[src/rtl/ex_div_unit.sv]
// rtl/ex_div_unit.sv - iterative RV32M divider for the EX stage with stall/flush handshake
module ex_div_unit #(
    parameter int XLEN = 32
) (
    input  logic            clk_i,
    input  logic            rst_i,
    input  logic            start_i,
    input  logic [1:0]      op_i,
    input  logic [XLEN-1:0] dividend_i,
    input  logic [XLEN-1:0] divisor_i,
    input  logic [4:0]      rd_addr_i,
    input  logic            flush_i,
    output logic            stall_req_o,
    output logic            result_valid_o,
    output logic [XLEN-1:0] result_o,
    output logic [4:0]      rd_addr_o
);

    localparam int CW = $clog2(XLEN);
    localparam logic [CW-1:0] LAST_ITER = CW'(XLEN - 1);

    typedef enum logic [1:0] {S_IDLE, S_CALC, S_FIX, S_DONE} state_t;

    state_t          state_q, state_d;
    logic            sel_rem_q;
    logic [4:0]      rd_q;
    logic [XLEN-1:0] quo_q;
    logic [XLEN-1:0] dvs_q;
    logic [XLEN:0]   rem_q;
    logic [CW-1:0]   cnt_q;
    logic            q_neg_q;
    logic            r_neg_q;

    logic            is_signed, a_neg, b_neg, div_zero, overflow, special, accept;
    logic [XLEN-1:0] a_mag, b_mag, special_res;
    logic [XLEN:0]   rem_shift, rem_sub, rem_next;
    logic            q_bit;
    logic [XLEN-1:0] quo_fix, rem_fix;

    // Operand decode in IDLE: magnitudes, signs and the two short-circuit cases
    always_comb begin
        is_signed   = ~op_i[0];
        a_neg       = is_signed & dividend_i[XLEN-1];
        b_neg       = is_signed & divisor_i[XLEN-1];
        a_mag       = a_neg ? -dividend_i : dividend_i;
        b_mag       = b_neg ? -divisor_i : divisor_i;
        div_zero    = (divisor_i == '0);
        overflow    = is_signed && (dividend_i == {1'b1, {(XLEN-1){1'b0}}}) && (&divisor_i);
        special     = div_zero | overflow;
        accept      = start_i & ~flush_i;
        // Overflow quotient equals the dividend (most negative value)
        if (div_zero)
            special_res = op_i[1] ? dividend_i : {XLEN{1'b1}};
        else
            special_res = op_i[1] ? {XLEN{1'b0}} : dividend_i;
    end

    // One restoring step: shift in the next dividend bit, subtract if it fits
    always_comb begin
        rem_shift = (rem_q << 1) | {{XLEN{1'b0}}, quo_q[XLEN-1]};
        rem_sub   = rem_shift - {1'b0, dvs_q};
        q_bit     = (rem_shift >= {1'b0, dvs_q});
        rem_next  = q_bit ? rem_sub : rem_shift;
        quo_fix   = q_neg_q ? -quo_q : quo_q;
        rem_fix   = r_neg_q ? -rem_q[XLEN-1:0] : rem_q[XLEN-1:0];
    end

    // State register
    always_ff @(posedge clk_i) begin
        if (rst_i)
            state_q <= S_IDLE;
        else
            state_q <= state_d;
    end

    // Next state, stall request and result pulse
    always_comb begin
        state_d        = state_q;
        stall_req_o    = 1'b0;
        result_valid_o = 1'b0;
        case (state_q)
            S_IDLE: begin
                if (accept) begin
                    stall_req_o = 1'b1;
                    state_d     = special ? S_DONE : S_CALC;
                end
            end
            S_CALC: begin
                stall_req_o = 1'b1;
                if (flush_i)
                    state_d = S_IDLE;
                else if (cnt_q == LAST_ITER)
                    state_d = S_FIX;
            end
            S_FIX: begin
                stall_req_o = 1'b1;
                state_d     = flush_i ? S_IDLE : S_DONE;
            end
            S_DONE: begin
                result_valid_o = ~flush_i;
                state_d        = S_IDLE;
            end
            default: state_d = S_IDLE;
        endcase
    end

    // Datapath: capture on accept, iterate in CALC, sign-correct and publish in FIX
    always_ff @(posedge clk_i) begin
        if (rst_i) begin
            sel_rem_q <= 1'b0;
            rd_q      <= '0;
            quo_q     <= '0;
            dvs_q     <= '0;
            rem_q     <= '0;
            cnt_q     <= '0;
            q_neg_q   <= 1'b0;
            r_neg_q   <= 1'b0;
            result_o  <= '0;
            rd_addr_o <= '0;
        end else begin
            case (state_q)
                S_IDLE: begin
                    if (accept) begin
                        sel_rem_q <= op_i[1];
                        rd_q      <= rd_addr_i;
                        quo_q     <= a_mag;
                        dvs_q     <= b_mag;
                        rem_q     <= '0;
                        cnt_q     <= '0;
                        q_neg_q   <= a_neg ^ b_neg;
                        r_neg_q   <= a_neg;
                        if (special) begin
                            result_o  <= special_res;
                            rd_addr_o <= rd_addr_i;
                        end
                    end
                end
                S_CALC: begin
                    rem_q <= rem_next;
                    quo_q <= {quo_q[XLEN-2:0], q_bit};
                    cnt_q <= cnt_q + 1'b1;
                end
                S_FIX: begin
                    if (!flush_i) begin
                        result_o  <= sel_rem_q ? rem_fix : quo_fix;
                        rd_addr_o <= rd_q;
                    end
                end
                default: ;
            endcase
        end
    end

endmodule
[config.mk]
export PLATFORM = sky130hd
export DESIGN_NAME = ex_div_unit
export DESIGN_NICKNAME = d
export VERILOG_FILES = /design/src/rtl/ex_div_unit.sv
export SDC_FILE = /design/constraint.sdc
export NUM_CORES = 1
export LEC_CHECK = 0
export BUFFER_PORTS_ARGS = -buffer_cell sky130_fd_sc_hd__buf_2
export CORE_ASPECT_RATIO = 1.1
export CORE_MARGIN = 5
export CORE_UTILIZATION = 50
export DETAILED_ROUTE_END_ITERATION = 10
export PLACE_DENSITY = 0.76
export SLEW_MARGIN = 20
export SYNTH_ARGS = -nofsm -noshare
export SYNTH_HDL_FRONTEND = slang
export SYNTH_SLANG_ARGS = --single-unit
[constraint.sdc]
create_clock -name clk_i -period 4.9 [get_ports clk_i]
set_input_delay 0.735 -clock clk_i [delete_from_list [all_inputs] [get_ports clk_i]]
set_output_delay 0.735 -clock clk_i [all_outputs]
set_load 0.05 [all_outputs]
==> run_results.csv <==
group,metric,value,unit
setup_path,r2r-end,"rem_q[22]",
sta,setup_viol,0,
route,antenna_left,0,
power,pwr-share-clk,0.194,
global_routing,met3_usage,0.0486,
global_routing,met2_usage,0.428,
floorplanning,fp.dieH,166,um
floorplanning,ioPinCount,114,
sta,post-route-period-util,0.806,
logic_synthesis,postSynthCellCount,1500,
setup_path,path_max_fanout,29,
route,post_drt_via_cell_ratio,6.20,
setup_path,critical_path.startpoint,"dividend_i[1]",
placement,dpl.cell_count,1834,
placement,place_hpwl,26200,um
setup_path,cpPeakStageDelay,0.59,ns
clocking,clock_latency,0.44,ns
sta,rsz0062_at_grt,"false",
power,powerDensity,572,mW/mm2
setup_path,cp_cell_sequence,"buf_2 > inv_1 > ha_1 > or4b_1 > or3_1 > nor3_2 > nand3b_1 > o41ai_2 > nand3_2 > a21o_1 > a221oi_1 > a211oi_1",
global_routing,grt_usage,0.273,
clocking,clockBufferDepth,2,
clocking,ctsHoldBuffers,0,
route,num_vias,11561,
clocking,cts.sinks,148,
power,pwr-share-comb,0.568,
sta,fin_ws,0.953,ns
route,drtIter0Drc,1018,
global_routing,grt_max_degree,70,
clocking,cts_tree,"built",
layout,n_fill_cell,2132,
setup_path,cp_top_family,"compound AO/OA/AOI/OAI gates",
setup_path,critPathCapture,"result_o[19]",
status,outcome,"complete, no violations",
power,swShare,0.483,
sta,finalWorstPathRequiredPeriod,3.95,ns
power,ir_drop,0.319,mV
power,seq_power_share,0.238,
logic_synthesis,ys_types,66,
sta,tightest_slew,1.13,ns
logic_synthesis,synth_common_cells,"nand2_1, nor2_1, dfxtp_1",
sta,max_freq,0.253,GHz
floorplanning,rows,57,
global_routing,gr-max-usage-layer,"met2",
setup_path,r2r_start,"dvs_q[1]",
logic_synthesis,yosysWarnings,0,
layout,drive_gt1_frac,0.122,
setup_path,crit_buf_inv,2,
setup_path,end_kind,"flip-flop",
sta,slew-limit-headroom,0.245,
route,wire_per_inst,18.9,um
setup_path,cp.required,5.19,ns
global_routing,antenna_found_initial,0,
layout,area_growth,12.5,%
power,power.leakage,4.77,nW
global_routing,grt_first_pass_wirelength,55400,um
flow_run,max_cap_violations,0,
clocking,post_cts_buffers,0,
logic_synthesis,synth_top_area_frac,0.269,
clocking,htree_levels,4,
floorplanning,start_util,0.503,
global_routing,met1_usage,0.360,
clocking,cts-root-buf,"clkbuf_16",
clocking,post_cts_resized,0,
floorplanning,core-area,0.0219,mm2
setup_path,rr_worst_depth,11,
setup_path,timing.critical_path.arrival,4.24,ns
logic_synthesis,synth_ff_type,"dfxtp_1",
power,p_switching,3.42,mW
layout,final_nets,1679,
layout,instances_no_fill,1865,
placement,place.gp.congestion,0.950,
layout,sequential_cell_area,0.00296,mm2
logic_synthesis,synthTopCellsByArea,"dfxtp_1, nand2_1, xnor2_1",
route,drt-total-wl,35300,um
global_routing,grt_pass1_vias,10457,
logic_synthesis,async_flop_share,0,
route,firstDrtPassIters,6,
setup_path,rrSetupSlack,1.12,ns
setup_path,critPathLaunchType,"primary input",
sta,fin_hold_ws,0.455,ns
clocking,clk_pin_slew,0.07,ns
sta,final_hold_viol_count,0,
hold_path,hp-class,"flip-flop to flip-flop",
setup_path,critPathKind,"primary input to flip-flop",
setup_path,crit_slowest_cell,"a21o_1",
layout,antennaDiodeCount,0,
logic_synthesis,netlist_area,0.0110,mm2
floorplanning,die_area,0.0251,mm2
power,internal_power,3.67,mW
sta,final.setup.tns,0,ns
sta,finalMaxSlewViolations,0,
logic_synthesis,seq_area_frac_synth,0.269,
placement,port_buffers,113,
logic_synthesis,ys_seq_elements,148,
clocking,cts_made_buffers,17,
logic_synthesis,synth_top_area_cell,"dfxtp_1",
global_routing,grt-ovfl-total,0,
sta,skew,0.0139,ns
logic_synthesis,synth_edf_count,0,
route,drc,0,
placement,dp_slack,0.635,ns
floorplanning,fp.dieW,152,um
logic_synthesis,synth.avg_cell_area,7.35,um2
logic_synthesis,syn_nets,1621,
setup_path,cp_num_cells,12,
logic_synthesis,yosysMostFrequentCell,"nand2_1",
layout,multi_input_area,0.00752,mm2
==> per-stage QoR <==
stage / power, mW / util / area, um2
after CTS: 7.02 / 0.566 / 12400
final: 7.08 / 0.566 / 12400
after global placement: 5.59 / 0.538 / 11800
after global routing: 7.57 / 0.566 / 12400
after floorplan: 4.62 / - / 11000
after detailed placement: 5.63 / 0.538 / 11800
==> state kept, by name, indices dropped and copies added, names as in the netlist <==
name / cells
q_neg_q: 1
result_o: 32
cnt_q: 5
rd_addr_o: 5
sel_rem_q: 1
dvs_q: 32
quo_q: 32
state_q: 2
r_neg_q: 1
rd_q: 5
rem_q: 32
==> per-layer routing <==
metal,share of wire,up-vias,wire length [um]
li1,-,5518,-
met1,0.42,5398,14700
met2,0.46,524,16200
met3,0.074,121,2620
met4,0.051,0,1810
met5,0,-,0
==> power groups by stage <==
stage,Combinational (mW),Clock [mW],Sequential (mW)
final,4.03,1.37,1.68
after floorplan,2.91,0,1.71
after global placement,3.90,0,1.69
after detailed placement,3.94,0,1.70
after global routing,4.42,1.44,1.71
after CTS,3.96,1.39,1.67
==> layout by cell type (no fill, tap or decap), drive strengths merged, types with 16 or more instances in the layout <==
| cell type | netlist | layout |
|---|---|---|
| nand2 | 182 | 182 |
| nand3 | 19 | 19 |
| xor2 | 72 | 72 |
| or3 | 24 | 24 |
| o21ai | 121 | 121 |
| ha | 45 | 45 |
| o211ai | 20 | 20 |
| nor3 | 39 | 39 |
| o41ai | 16 | 16 |
| o31ai | 31 | 31 |
| nor2 | 162 | 162 |
| xnor2 | 72 | 72 |
| a211oi | 69 | 69 |
| a21oi | 126 | 126 |
| a32oi | 17 | 17 |
| buf | 12 | 132 |
| dfxtp | 148 | 148 |
| inv | 56 | 60 |
| clkbuf | 81 | 18 |
==> layout make-up <==
type,instances,area share
repair buffers,132,0.0584
flip-flops and latches,148,0.239
clock inverters,13,0.0141
inverters,56,0.0170
well taps,295,0.0298
multi-input cells,1203,0.607
clock buffers,18,0.0346
==> worst register-to-register path, cell delays in order (launching register included) <==
cell      delay, ns
dfxtp_1        0.39
inv_1          0.14
ha_1           0.33
nor2b_1        0.16
o31ai_1        0.32
a211oi_1       0.13
buf_4          0.17
o21ai_0        0.35
a21oi_1        0.23
a31oi_4        0.73
nand2b_1       0.52
o21ai_0        0.17
==> logic make-up (layout without fill, tap and decap cells) <==
logic type	Yosys count	count (layout)	share of synthesized area
simple gates	514	514	0.214
fa+ha+maj	61	61	0.0665
buf+inv	149	219	0.0517
flops	148	148	0.269
xor+xnor	144	144	0.114
mux	9	9	0.00818
compound gates	475	475	0.276
==> worst min path at each step <==
stage | slack, ns | cells after the start | from | end
2_1_floorplan | 0.43 | 2 | dvs_q[18] | dvs_q[18]
3_3_place_gp | 0.44 | 2 | dvs_q[18] | dvs_q[18]
3_5_place_dp | 0.45 | 2 | dvs_q[16] | dvs_q[16]
4_1_cts | 0.46 | 2 | dvs_q[16] | dvs_q[16]
5_1_grt | 0.48 | 2 | rd_q[2] | rd_q[2]
6_report | 0.46 | 2 | result_o[12] | result_o[12]
(Power assumes the default switching activity.)
